==> src/rtl/mem_arbiter_pkg.sv <==
// mem_arbiter shared types and constants.
// State codes, request sizes and the size decoder.
package mem_arbiter_pkg;

  typedef enum logic [1:0] {
    MEMARB_IDLE  = 2'd0,
    MEMARB_READ  = 2'd1,
    MEMARB_WRITE = 2'd2
  } state_t;

  typedef enum logic {
    OWN_LSQ = 1'b0,
    OWN_IF  = 1'b1
  } owner_t;

  localparam logic [2:0] SZ_B = 3'd1;
  localparam logic [2:0] SZ_H = 3'd2;
  localparam logic [2:0] SZ_W = 3'd4;

  localparam logic FALSE = 1'b0;
  localparam logic TRUE  = 1'b1;

  localparam logic [7:0] ZERO_BYTE = 8'h00;

  // Anything other than 1 or 2 bytes runs as a word.
  function automatic logic [2:0] size_bytes(input logic [2:0] sz);
    logic [2:0] n;
    case (sz)
      SZ_B:    n = SZ_B;
      SZ_H:    n = SZ_H;
      default: n = SZ_W;
    endcase
    return n;
  endfunction

endpackage

==> src/rtl/mem_arbiter_if.sv <==
// mem_arbiter requester and RAM-pin bundle.
// slave = arbiter side, master = requesters/RAM side.
interface mem_arbiter_if #(
  parameter int ADDR_W = 32,
  parameter int DATA_W = 32
);
  logic              in_lsq_ena;
  logic              in_lsq_iswrite;
  logic [2:0]        in_lsq_size;
  logic [ADDR_W-1:0] in_lsq_addr;
  logic [DATA_W-1:0] in_lsq_wdata;
  logic              out_lsq_ready;
  logic [DATA_W-1:0] out_lsq_rdata;
  logic              in_if_ena;
  logic [ADDR_W-1:0] in_if_addr;
  logic              out_if_ready;
  logic [DATA_W-1:0] out_if_rdata;
  logic [7:0]        in_mem_din;
  logic [7:0]        out_mem_dout;
  logic [ADDR_W-1:0] out_mem_a;
  logic              out_mem_wr;

  modport slave (
    input  in_lsq_ena, in_lsq_iswrite,
    input  in_lsq_size, in_lsq_addr,
    input  in_lsq_wdata,
    output out_lsq_ready, out_lsq_rdata,
    input  in_if_ena, in_if_addr,
    output out_if_ready, out_if_rdata,
    input  in_mem_din,
    output out_mem_dout, out_mem_a,
    output out_mem_wr
  );

  modport master (
    output in_lsq_ena, in_lsq_iswrite,
    output in_lsq_size, in_lsq_addr,
    output in_lsq_wdata,
    input  out_lsq_ready, out_lsq_rdata,
    output in_if_ena, in_if_addr,
    input  out_if_ready, out_if_rdata,
    output in_mem_din,
    input  out_mem_dout, out_mem_a,
    input  out_mem_wr
  );
endinterface

==> src/rtl/mem_arbiter_byte_engine.sv <==
// Serialises one granted access into RAM byte cycles.
// Reads are gathered little-endian into four lanes.
module mem_arbiter_byte_engine
  import mem_arbiter_pkg::*;
#(
  parameter int ADDR_W = 32,
  parameter int DATA_W = 32
) (
  input  logic              clk,
  input  logic              rst,
  input  logic              i_ena,
  input  logic              i_abort,
  input  logic              i_start,
  input  logic              i_iswrite,
  input  logic [ADDR_W-1:0] i_addr,
  input  logic [2:0]        i_size,
  input  logic [DATA_W-1:0] i_wdata,
  input  logic [7:0]        i_din,
  output logic [ADDR_W-1:0] o_mem_a,
  output logic [7:0]        o_mem_dout,
  output logic              o_mem_wr,
  output logic              o_idle,
  output logic              o_done,
  output logic [DATA_W-1:0] o_rdata
);

  state_t            r_state;
  state_t            w_state_nxt;
  logic [2:0]        r_cnt;
  logic [2:0]        r_n;
  logic [2:0]        w_n1;
  logic [ADDR_W-1:0] r_addr;
  logic [ADDR_W-1:0] r_mem_a;
  logic [ADDR_W-1:0] w_a_nxt;
  logic [3:0][7:0]   r_wb;
  logic [3:0][7:0]   r_lanes;
  logic [3:0][7:0]   w_lanes;
  logic              r_pval;
  logic [1:0]        r_pidx;
  logic [7:0]        r_mem_dout;
  logic [7:0]        w_dout_nxt;
  logic              r_mem_wr;
  logic              w_wr_nxt;
  logic              w_is_wr;
  logic              w_is_rd;
  logic              w_issue;
  logic              w_abort;
  logic              w_done;
  logic              w_adv;

  assign w_n1    = r_cnt + 3'd1;
  assign w_is_wr = (r_state == MEMARB_WRITE);
  assign w_is_rd = (r_state == MEMARB_READ);
  assign w_issue = w_is_rd && (r_cnt < r_n);
  assign w_abort = i_abort && w_is_rd;
  assign w_done  = i_ena && !w_abort &&
                   ((w_is_wr && (w_n1 == r_n)) ||
                    (w_is_rd && (r_cnt == r_n)));
  assign w_adv   = i_ena && !o_idle &&
                   !w_done && !w_abort;

  // Lane view including the byte returning this cycle.
  always_comb begin
    w_lanes = r_lanes;
    if (r_pval) w_lanes[r_pidx] = i_din;
  end

  // State register.
  always_ff @(posedge clk or negedge rst) begin
    if (!rst) r_state <= MEMARB_IDLE;
    else      r_state <= w_state_nxt;
  end

  // Next-state decode.
  always_comb begin
    w_state_nxt = r_state;
    unique case (r_state)
      MEMARB_IDLE:
        if (i_start)
          w_state_nxt = i_iswrite ? MEMARB_WRITE
                                  : MEMARB_READ;
      MEMARB_READ:
        if (w_done || w_abort)
          w_state_nxt = MEMARB_IDLE;
      MEMARB_WRITE:
        if (w_done) w_state_nxt = MEMARB_IDLE;
      default: w_state_nxt = MEMARB_IDLE;
    endcase
  end

  // Next RAM pin values; frozen cycles hold them.
  always_comb begin
    w_a_nxt    = r_mem_a;
    w_dout_nxt = r_mem_dout;
    w_wr_nxt   = r_mem_wr;
    unique case (1'b1)
      i_start: begin
        w_a_nxt    = i_addr;
        w_dout_nxt = i_iswrite ? i_wdata[7:0]
                               : ZERO_BYTE;
        w_wr_nxt   = i_iswrite;
      end
      (w_done || w_abort): begin
        w_a_nxt    = '0;
        w_dout_nxt = ZERO_BYTE;
        w_wr_nxt   = FALSE;
      end
      w_adv: begin
        if (w_n1 < r_n) begin
          w_a_nxt    = r_addr + ADDR_W'(w_n1);
          w_dout_nxt = w_is_wr ? r_wb[w_n1[1:0]]
                               : ZERO_BYTE;
          w_wr_nxt   = w_is_wr;
        end else begin
          w_a_nxt    = '0;
          w_dout_nxt = ZERO_BYTE;
          w_wr_nxt   = FALSE;
        end
      end
      default: begin
      end
    endcase
  end

  // Datapath: descriptor, counter, lanes and pins.
  always_ff @(posedge clk or negedge rst) begin
    if (!rst) begin
      r_cnt      <= '0;
      r_n        <= '0;
      r_addr     <= '0;
      r_wb       <= '0;
      r_lanes    <= '0;
      r_pval     <= FALSE;
      r_pidx     <= '0;
      r_mem_a    <= '0;
      r_mem_dout <= ZERO_BYTE;
      r_mem_wr   <= FALSE;
    end else begin
      r_mem_a    <= w_a_nxt;
      r_mem_dout <= w_dout_nxt;
      r_mem_wr   <= w_wr_nxt;
      r_pval     <= w_issue && !w_abort;
      r_pidx     <= r_cnt[1:0];
      if (i_start) begin
        r_cnt   <= '0;
        r_n     <= size_bytes(i_size);
        r_addr  <= i_addr;
        r_wb    <= i_wdata[31:0];
        r_lanes <= '0;
      end else begin
        r_lanes <= w_lanes;
        if (w_adv) r_cnt <= w_n1;
      end
    end
  end

  // A stalled write cycle must not strobe the RAM.
  assign o_mem_wr   = r_mem_wr && i_ena;
  assign o_mem_a    = r_mem_a;
  assign o_mem_dout = r_mem_dout;
  assign o_idle     = (r_state == MEMARB_IDLE);
  assign o_done     = w_done;
  assign o_rdata    = DATA_W'(w_lanes);

endmodule

==> src/rtl/mem_arbiter.sv <==
// Byte-wide RAM port shared by LSQ and fetch.
// LSQ wins; reads are squashed on rollback.
module mem_arbiter
  import mem_arbiter_pkg::*;
#(
  parameter int ADDR_W = 32,
  parameter int DATA_W = 32
) (
  input  logic         clk,
  input  logic         rst,
  input  logic         ena,
  input  logic         in_rollback,
  mem_arbiter_if.slave bus
);

  logic              r_lsq_v;
  logic              r_lsq_wr;
  logic [2:0]        r_lsq_size;
  logic [ADDR_W-1:0] r_lsq_addr;
  logic [DATA_W-1:0] r_lsq_wdata;
  logic              r_if_v;
  logic [ADDR_W-1:0] r_if_addr;
  owner_t            r_owner;
  logic              r_lsq_ready;
  logic [DATA_W-1:0] r_lsq_rdata;
  logic              r_if_ready;
  logic [DATA_W-1:0] r_if_rdata;

  logic              w_rb;
  logic              w_lsq_live;
  logic              w_if_live;
  logic              w_idle;
  logic              w_gnt_lsq;
  logic              w_gnt_if;
  logic              w_start;
  logic              w_lsq_take;
  logic              w_if_take;
  logic              w_done;
  logic              w_done_lsq;
  logic              w_done_if;
  logic [ADDR_W-1:0] w_addr;
  logic [2:0]        w_size;
  logic [DATA_W-1:0] w_wdata;
  logic              w_iswrite;
  logic [DATA_W-1:0] w_rdata;

  assign w_rb       = in_rollback && ena;
  assign w_lsq_live = r_lsq_v && !(w_rb && !r_lsq_wr);
  assign w_if_live  = r_if_v && !w_rb;
  assign w_gnt_lsq  = ena && w_idle && w_lsq_live;
  assign w_gnt_if   = ena && w_idle && w_if_live &&
                      !w_lsq_live;
  assign w_start    = w_gnt_lsq || w_gnt_if;
  assign w_lsq_take = bus.in_lsq_ena &&
                      !(w_rb && !bus.in_lsq_iswrite);
  assign w_if_take  = bus.in_if_ena && !w_rb;

  assign w_addr    = w_gnt_lsq ? r_lsq_addr : r_if_addr;
  assign w_size    = w_gnt_lsq ? r_lsq_size : SZ_W;
  assign w_wdata   = w_gnt_lsq ? r_lsq_wdata : '0;
  assign w_iswrite = w_gnt_lsq && r_lsq_wr;

  assign w_done_lsq = w_done && (r_owner == OWN_LSQ);
  assign w_done_if  = w_done && (r_owner == OWN_IF);

  mem_arbiter_byte_engine #(
    .ADDR_W (ADDR_W),
    .DATA_W (DATA_W)
  ) u_eng (
    .clk        (clk),
    .rst        (rst),
    .i_ena      (ena),
    .i_abort    (w_rb),
    .i_start    (w_start),
    .i_iswrite  (w_iswrite),
    .i_addr     (w_addr),
    .i_size     (w_size),
    .i_wdata    (w_wdata),
    .i_din      (bus.in_mem_din),
    .o_mem_a    (bus.out_mem_a),
    .o_mem_dout (bus.out_mem_dout),
    .o_mem_wr   (bus.out_mem_wr),
    .o_idle     (w_idle),
    .o_done     (w_done),
    .o_rdata    (w_rdata)
  );

  // LSQ slot: new pulse, else grant or rollback clear.
  always_ff @(posedge clk or negedge rst) begin
    if (!rst) begin
      r_lsq_v     <= FALSE;
      r_lsq_wr    <= FALSE;
      r_lsq_size  <= '0;
      r_lsq_addr  <= '0;
      r_lsq_wdata <= '0;
    end else if (w_lsq_take) begin
      r_lsq_v     <= TRUE;
      r_lsq_wr    <= bus.in_lsq_iswrite;
      r_lsq_size  <= bus.in_lsq_size;
      r_lsq_addr  <= bus.in_lsq_addr;
      r_lsq_wdata <= bus.in_lsq_wdata;
    end else if (w_gnt_lsq || !w_lsq_live) begin
      r_lsq_v     <= FALSE;
    end
  end

  // IF slot: new pulse, else grant or rollback clear.
  always_ff @(posedge clk or negedge rst) begin
    if (!rst) begin
      r_if_v    <= FALSE;
      r_if_addr <= '0;
    end else if (w_if_take) begin
      r_if_v    <= TRUE;
      r_if_addr <= bus.in_if_addr;
    end else if (w_gnt_if || w_rb) begin
      r_if_v    <= FALSE;
    end
  end

  // Owner tracking and one-cycle ready routing.
  always_ff @(posedge clk or negedge rst) begin
    if (!rst) begin
      r_owner     <= OWN_LSQ;
      r_lsq_ready <= FALSE;
      r_lsq_rdata <= '0;
      r_if_ready  <= FALSE;
      r_if_rdata  <= '0;
    end else begin
      r_lsq_ready <= w_done_lsq;
      r_lsq_rdata <= w_done_lsq ? w_rdata : '0;
      r_if_ready  <= w_done_if;
      r_if_rdata  <= w_done_if ? w_rdata : '0;
      if (w_start)
        r_owner <= w_gnt_lsq ? OWN_LSQ : OWN_IF;
    end
  end

  assign bus.out_lsq_ready = r_lsq_ready;
  assign bus.out_lsq_rdata = r_lsq_rdata;
  assign bus.out_if_ready  = r_if_ready;
  assign bus.out_if_rdata  = r_if_rdata;

endmodule

==> src/flat_wrapper.sv <==
// flat-port wrapper written by rule: the top's interface ports become plain ports
module mem_arbiter_flat import mem_arbiter_pkg::*;
#(
  parameter int ADDR_W = 32,
  parameter int DATA_W = 32
)
  (clk, rst, ena, in_rollback, bus_in_lsq_ena, bus_in_lsq_iswrite, bus_in_lsq_size, bus_in_lsq_addr, bus_in_lsq_wdata, bus_out_lsq_ready, bus_out_lsq_rdata, bus_in_if_ena, bus_in_if_addr, bus_out_if_ready, bus_out_if_rdata, bus_in_mem_din, bus_out_mem_dout, bus_out_mem_a, bus_out_mem_wr);
  mem_arbiter_if #(.ADDR_W(ADDR_W), .DATA_W(DATA_W)) bus_i ();
  input  logic clk;
  input  logic rst;
  input  logic ena;
  input  logic in_rollback;
  input wire logic [$bits(bus_i.in_lsq_ena)-1:0] bus_in_lsq_ena;
  input wire logic [$bits(bus_i.in_lsq_iswrite)-1:0] bus_in_lsq_iswrite;
  input wire logic [$bits(bus_i.in_lsq_size)-1:0] bus_in_lsq_size;
  input wire logic [$bits(bus_i.in_lsq_addr)-1:0] bus_in_lsq_addr;
  input wire logic [$bits(bus_i.in_lsq_wdata)-1:0] bus_in_lsq_wdata;
  output wire logic [$bits(bus_i.out_lsq_ready)-1:0] bus_out_lsq_ready;
  output wire logic [$bits(bus_i.out_lsq_rdata)-1:0] bus_out_lsq_rdata;
  input wire logic [$bits(bus_i.in_if_ena)-1:0] bus_in_if_ena;
  input wire logic [$bits(bus_i.in_if_addr)-1:0] bus_in_if_addr;
  output wire logic [$bits(bus_i.out_if_ready)-1:0] bus_out_if_ready;
  output wire logic [$bits(bus_i.out_if_rdata)-1:0] bus_out_if_rdata;
  input wire logic [$bits(bus_i.in_mem_din)-1:0] bus_in_mem_din;
  output wire logic [$bits(bus_i.out_mem_dout)-1:0] bus_out_mem_dout;
  output wire logic [$bits(bus_i.out_mem_a)-1:0] bus_out_mem_a;
  output wire logic [$bits(bus_i.out_mem_wr)-1:0] bus_out_mem_wr;
  assign bus_i.in_lsq_ena = bus_in_lsq_ena;
  assign bus_i.in_lsq_iswrite = bus_in_lsq_iswrite;
  assign bus_i.in_lsq_size = bus_in_lsq_size;
  assign bus_i.in_lsq_addr = bus_in_lsq_addr;
  assign bus_i.in_lsq_wdata = bus_in_lsq_wdata;
  assign bus_out_lsq_ready = bus_i.out_lsq_ready;
  assign bus_out_lsq_rdata = bus_i.out_lsq_rdata;
  assign bus_i.in_if_ena = bus_in_if_ena;
  assign bus_i.in_if_addr = bus_in_if_addr;
  assign bus_out_if_ready = bus_i.out_if_ready;
  assign bus_out_if_rdata = bus_i.out_if_rdata;
  assign bus_i.in_mem_din = bus_in_mem_din;
  assign bus_out_mem_dout = bus_i.out_mem_dout;
  assign bus_out_mem_a = bus_i.out_mem_a;
  assign bus_out_mem_wr = bus_i.out_mem_wr;
  mem_arbiter #(.ADDR_W(ADDR_W), .DATA_W(DATA_W)) u_core (.clk(clk), .rst(rst), .ena(ena), .in_rollback(in_rollback), .bus(bus_i));
endmodule
==> config.mk <==
export PLATFORM = sky130hd
export DESIGN_NAME = mem_arbiter_flat
export DESIGN_NICKNAME = d
export VERILOG_FILES = /design/src/rtl/mem_arbiter_pkg.sv /design/src/rtl/mem_arbiter_if.sv /design/src/rtl/mem_arbiter_byte_engine.sv /design/src/rtl/mem_arbiter.sv /design/src/flat_wrapper.sv
export SDC_FILE = /design/constraint.sdc
export NUM_CORES = 1
export LEC_CHECK = 0
export BUFFER_PORTS_ARGS = -buffer_cell sky130_fd_sc_hd__buf_2
export CAP_MARGIN = 20
export CORE_UTILIZATION = 35
export CTS_CLUSTER_SIZE = 28
export DETAILED_ROUTE_END_ITERATION = 16
export PLACE_DENSITY_LB_ADDON = 0.25
export SYNTH_ARGS = -nofsm -noshare
export SYNTH_HDL_FRONTEND = slang
export SYNTH_SLANG_ARGS = --single-unit
==> constraint.sdc <==
create_clock -name clk -period 3.7 [get_ports clk]
set_input_delay 0.185 -clock clk [delete_from_list [all_inputs] [get_ports clk]]
set_output_delay 0.185 -clock clk [all_outputs]
set_load 0.01 [all_outputs]
==> run summary <==
Status: finished, final reports clean
Setup CP Type: reg2reg
Post-DP HPWL: 22100 um
Share of layout cells above drive strength 1: 31.0%
Post-synth EDFFs: 0
Placed Cells: 1673
VDD IR max: 0.428 mV
Util after Layout: 47.2%
Routed Antenna Nets: 0
Top cells by count, synth: dfrtp_1 (317), nor2_1 (145), mux2_2 (100)
Initial core utilization: 35.8%
RR Startpoint: u_core.u_eng.r_cnt[0]$_DFFE_PN0P_
Wire length per cell: 18.2 um
# IOs: 221
Tmin final: 2.99 ns
Async SR Flop Fraction: 100%
Initial DRC count: 497
WP data arrival: 3.39 ns
Cell with the most instances after synthesis: dfrtp_1
Worst slew margin: 29.2%
Die ar.: 37500 um2
Detailed-route wire length: 33700 um
Syn Area/Cell: 12.6 um2
Fmax: 0.335 GHz
Fillers: 3325
Worst EP required: 4.10 ns
Reg2reg path depth: 10
Initial DRT Pass Iterations: 7
DRC: 0
Row count: 69
Startpoint Class: flop
Post-Synthesis Cells: 1025
Core box area: 35900 um2
Endpoints failing hold: 0
Total global routing overflow: 0
Syn nets: 1151
Layout Cells excl Fill: 1847
Worst hold path endpoint: u_core.u_eng.r_lanes[20]$_DFF_PN0_
Die Height: 194 um
RD Place Congestion: 0.831
Port Buffer Count: 220
CTS sink count: 317
Inserted Clock Buffers: 38
Final setup viols: 0
Fin Clk Skew: 0.0222 ns
Area growth from synthesis to layout: 31.8%
Hold path cells: 3
Max clock buf depth: 3
Least-Margin Pin Slew: 1.06 ns
First-pass GRT wire length: 54300 um
Vias per cell: 4.98
Cell Area, Synth: 12900 um2
Antenna violations before repair: 2
Part of the cycle the worst path needs: 80.7%
Pins Over Slew Limit: 0
FF-to-FF setup slack: 0.71 ns
Synth top area share: 61.6%
Critical path peak fanout: 10
Synth Register Bits: 317
Hold Crit Start: bus_in_mem_din[4]
Worst setup EP type: flop
Register area: 7930 um2
HP Class: in2reg
Final nets: 1484
Htree depth: 2
Vias in the first global route: 9533
Clock-pin transition on the worst setup and hold timing paths: 0.06 ns
Latest clock arrival within the worst-skew pair: 0.54 ns
CTS root buffer: clkbuf_16
Routed vias: 9197
RSZ-0062 raised after global routing: no
Post-CTS Repair Setup Buffers: 0
Setup TNS: 0 ns
Largest area contributor in the netlist: dfrtp_1
FF-to-FF End: u_core.u_eng.o_mem_a[28]$_DFFE_PN0P_
Register area share after synthesis: 61.6%
Synth unique cells: 56
Pleak: 8.10 nW
Pwr dens: 725 nW/um2
Main synth FF type: dfrtp_1
Syn. warnings: 0
Largest net degree at the start of global routing: 121
Total GRT Usage: 18.3%
CTS tree: yes
Synth top area cells: dfrtp_1 (62%), mux2_2 (8.8%), nor2_1 (4.2%), mux2i_1 (2.6%), a22o_1 (2.6%)
MaxCap Viol Count: 0
Area of the multi-input gates: 4660 um2
Die width: 194 um
Post-CTS sizing: 0
[where the power goes]
group          total [mW]  internal (mW)  leakage, nW  switching (mW)
sequential           4.97           4.33         3.98           0.635
combinational        3.49           1.60         3.47            1.88
clock                3.83           2.38        0.653            1.46
total                12.3           8.31         8.10            3.98
[metal layers]
| layer | up-vias | share of wire [%] | global-route usage [%] |
|---|---|---|---|
| met5 | - | 0.051 | 0 |
| met4 | 2 | 2.3 | 5.39 |
| met3 | 59 | 5.8 | 4.78 |
| met2 | 263 | 44 | 28.0 |
| met1 | 4560 | 48 | 25.6 |
| li1 | 4313 | - | - |
[critical path, stage by stage (launching register included)]
cell	delay [ns]
dfrtp_1	0.40
buf_4	0.22
inv_1	0.15
ha_1	0.18
inv_1	0.06
fa_1	0.39
nand2b_1	0.23
a2111oi_1	0.75
nand4_1	0.20
xor2_1	0.17
o32ai_1	0.10
[kinds of logic (layout without fill, tap and decap cells)]
family                   Yosys count  count (layout)  synth area share [%]
XOR/XNOR                          28              28                  1.91
adder cells (fa/ha/maj)           12              12                  1.23
buffers and inverters             71             431                  2.30
AO/OA/AOI/OAI                    171             171                  9.83
flip-flops                       317             317                  61.6
AND/OR/NAND/NOR                  284             284                  10.3
other                              0               1                     0
multiplexers                     142             142                  12.8
[cell usage in the layout, fill, tap and decap left out, drive strengths merged, types with 4 or more instances in the layout]
cell / netlist / final
dfrtp: 317 / 317
buf: 28 / 245
nor2: 146 / 146
dlygate4sd3: 0 / 106
mux2: 100 / 100
clkbuf: 30 / 53
nand2: 47 / 47
a22o: 38 / 38
mux2i: 34 / 34
o22ai: 27 / 27
a21oi: 21 / 21
nand3: 18 / 18
inv: 13 / 16
xor2: 15 / 15
nand4: 15 / 15
a221o: 14 / 14
o21ai: 14 / 14
xnor2: 13 / 13
o21a: 12 / 12
nor2b: 12 / 12
ha: 11 / 11
o32ai: 8 / 8
mux4: 8 / 8
a21o: 7 / 7
clkinv: 0 / 7
nand2b: 6 / 6
and2: 6 / 6
o211ai: 6 / 6
nor3: 6 / 6
a21boi: 5 / 5
a31oi: 5 / 5
and4: 5 / 5
a211oi: 4 / 4
o22a: 4 / 4
and3: 4 / 4
[cell type report]
| cell class | count | share of cell area [%] |
|---|---|---|
| flip-flops and latches | 317 | 46.8 |
| multi-input cells | 637 | 27.5 |
| repair buffers | 351 | 14.3 |
| clock buffers | 53 | 6.77 |
| well taps | 461 | 3.40 |
| clock inverters | 14 | 0.937 |
| inverters | 13 | 0.288 |
| diodes | 1 | 0.0148 |
[per-stage QoR]
stage               instance area (um2)  hold WS [ns]  worst slack (ns)  total power [mW]
floorplan                         12900        -0.111             0.683              7.19
global placement                  14600         0.347             0.738              8.35
detailed placement                14600         0.349             0.692              8.44
CTS                               17000        0.0126             0.681              12.4
global route                      17000        0.0494             0.462              13.0
finish                            17000        0.0467             0.715              12.3
[sequential cells by signal (all words and copies together) (netlist names), 2 cells and up]
name                      count
u_core.r_lsq_size             3
u_core.bus.out_lsq_rdata     32
u_core.u_eng.r_pidx           2
u_core.bus.out_if_rdata      32
u_core.u_eng.r_state          2
u_core.u_eng.r_wb            32
u_core.u_eng.r_cnt            3
u_core.u_eng.r_n              3
u_core.u_eng.o_mem_a         32
u_core.u_eng.o_mem_dout       8
u_core.u_eng.r_lanes         32
u_core.r_if_addr             32
u_core.u_eng.r_addr          32
u_core.r_lsq_wdata           32
u_core.r_lsq_addr            32
[repair_timing]
item / CTS / global route
setup endpoints to repair: 0 / 0
hold endpoints to repair: 224 / 0
hold buffers: 106 / 0
[how the worst max path moves through the flow]
stage                                                  from                                    to  depth (start not counted)
final                     u_core.u_eng.r_cnt[0]$_DFFE_PN0P_  u_core.u_eng.o_mem_a[28]$_DFFE_PN0P_                         10
after detailed placement  u_core.u_eng.r_cnt[0]$_DFFE_PN0P_  u_core.u_eng.o_mem_a[28]$_DFFE_PN0P_                         10
after global routing      u_core.u_eng.r_cnt[0]$_DFFE_PN0P_  u_core.u_eng.o_mem_a[30]$_DFFE_PN0P_                         10
after CTS                 u_core.u_eng.r_cnt[0]$_DFFE_PN0P_  u_core.u_eng.o_mem_a[28]$_DFFE_PN0P_                         10
after floorplan           u_core.u_eng.r_cnt[0]$_DFFE_PN0P_  u_core.u_eng.o_mem_a[22]$_DFFE_PN0P_                          9
after global placement    u_core.u_eng.r_cnt[0]$_DFFE_PN0P_  u_core.u_eng.o_mem_a[28]$_DFFE_PN0P_                         10
No activity file was read; power rests on OpenSTA's default activity.
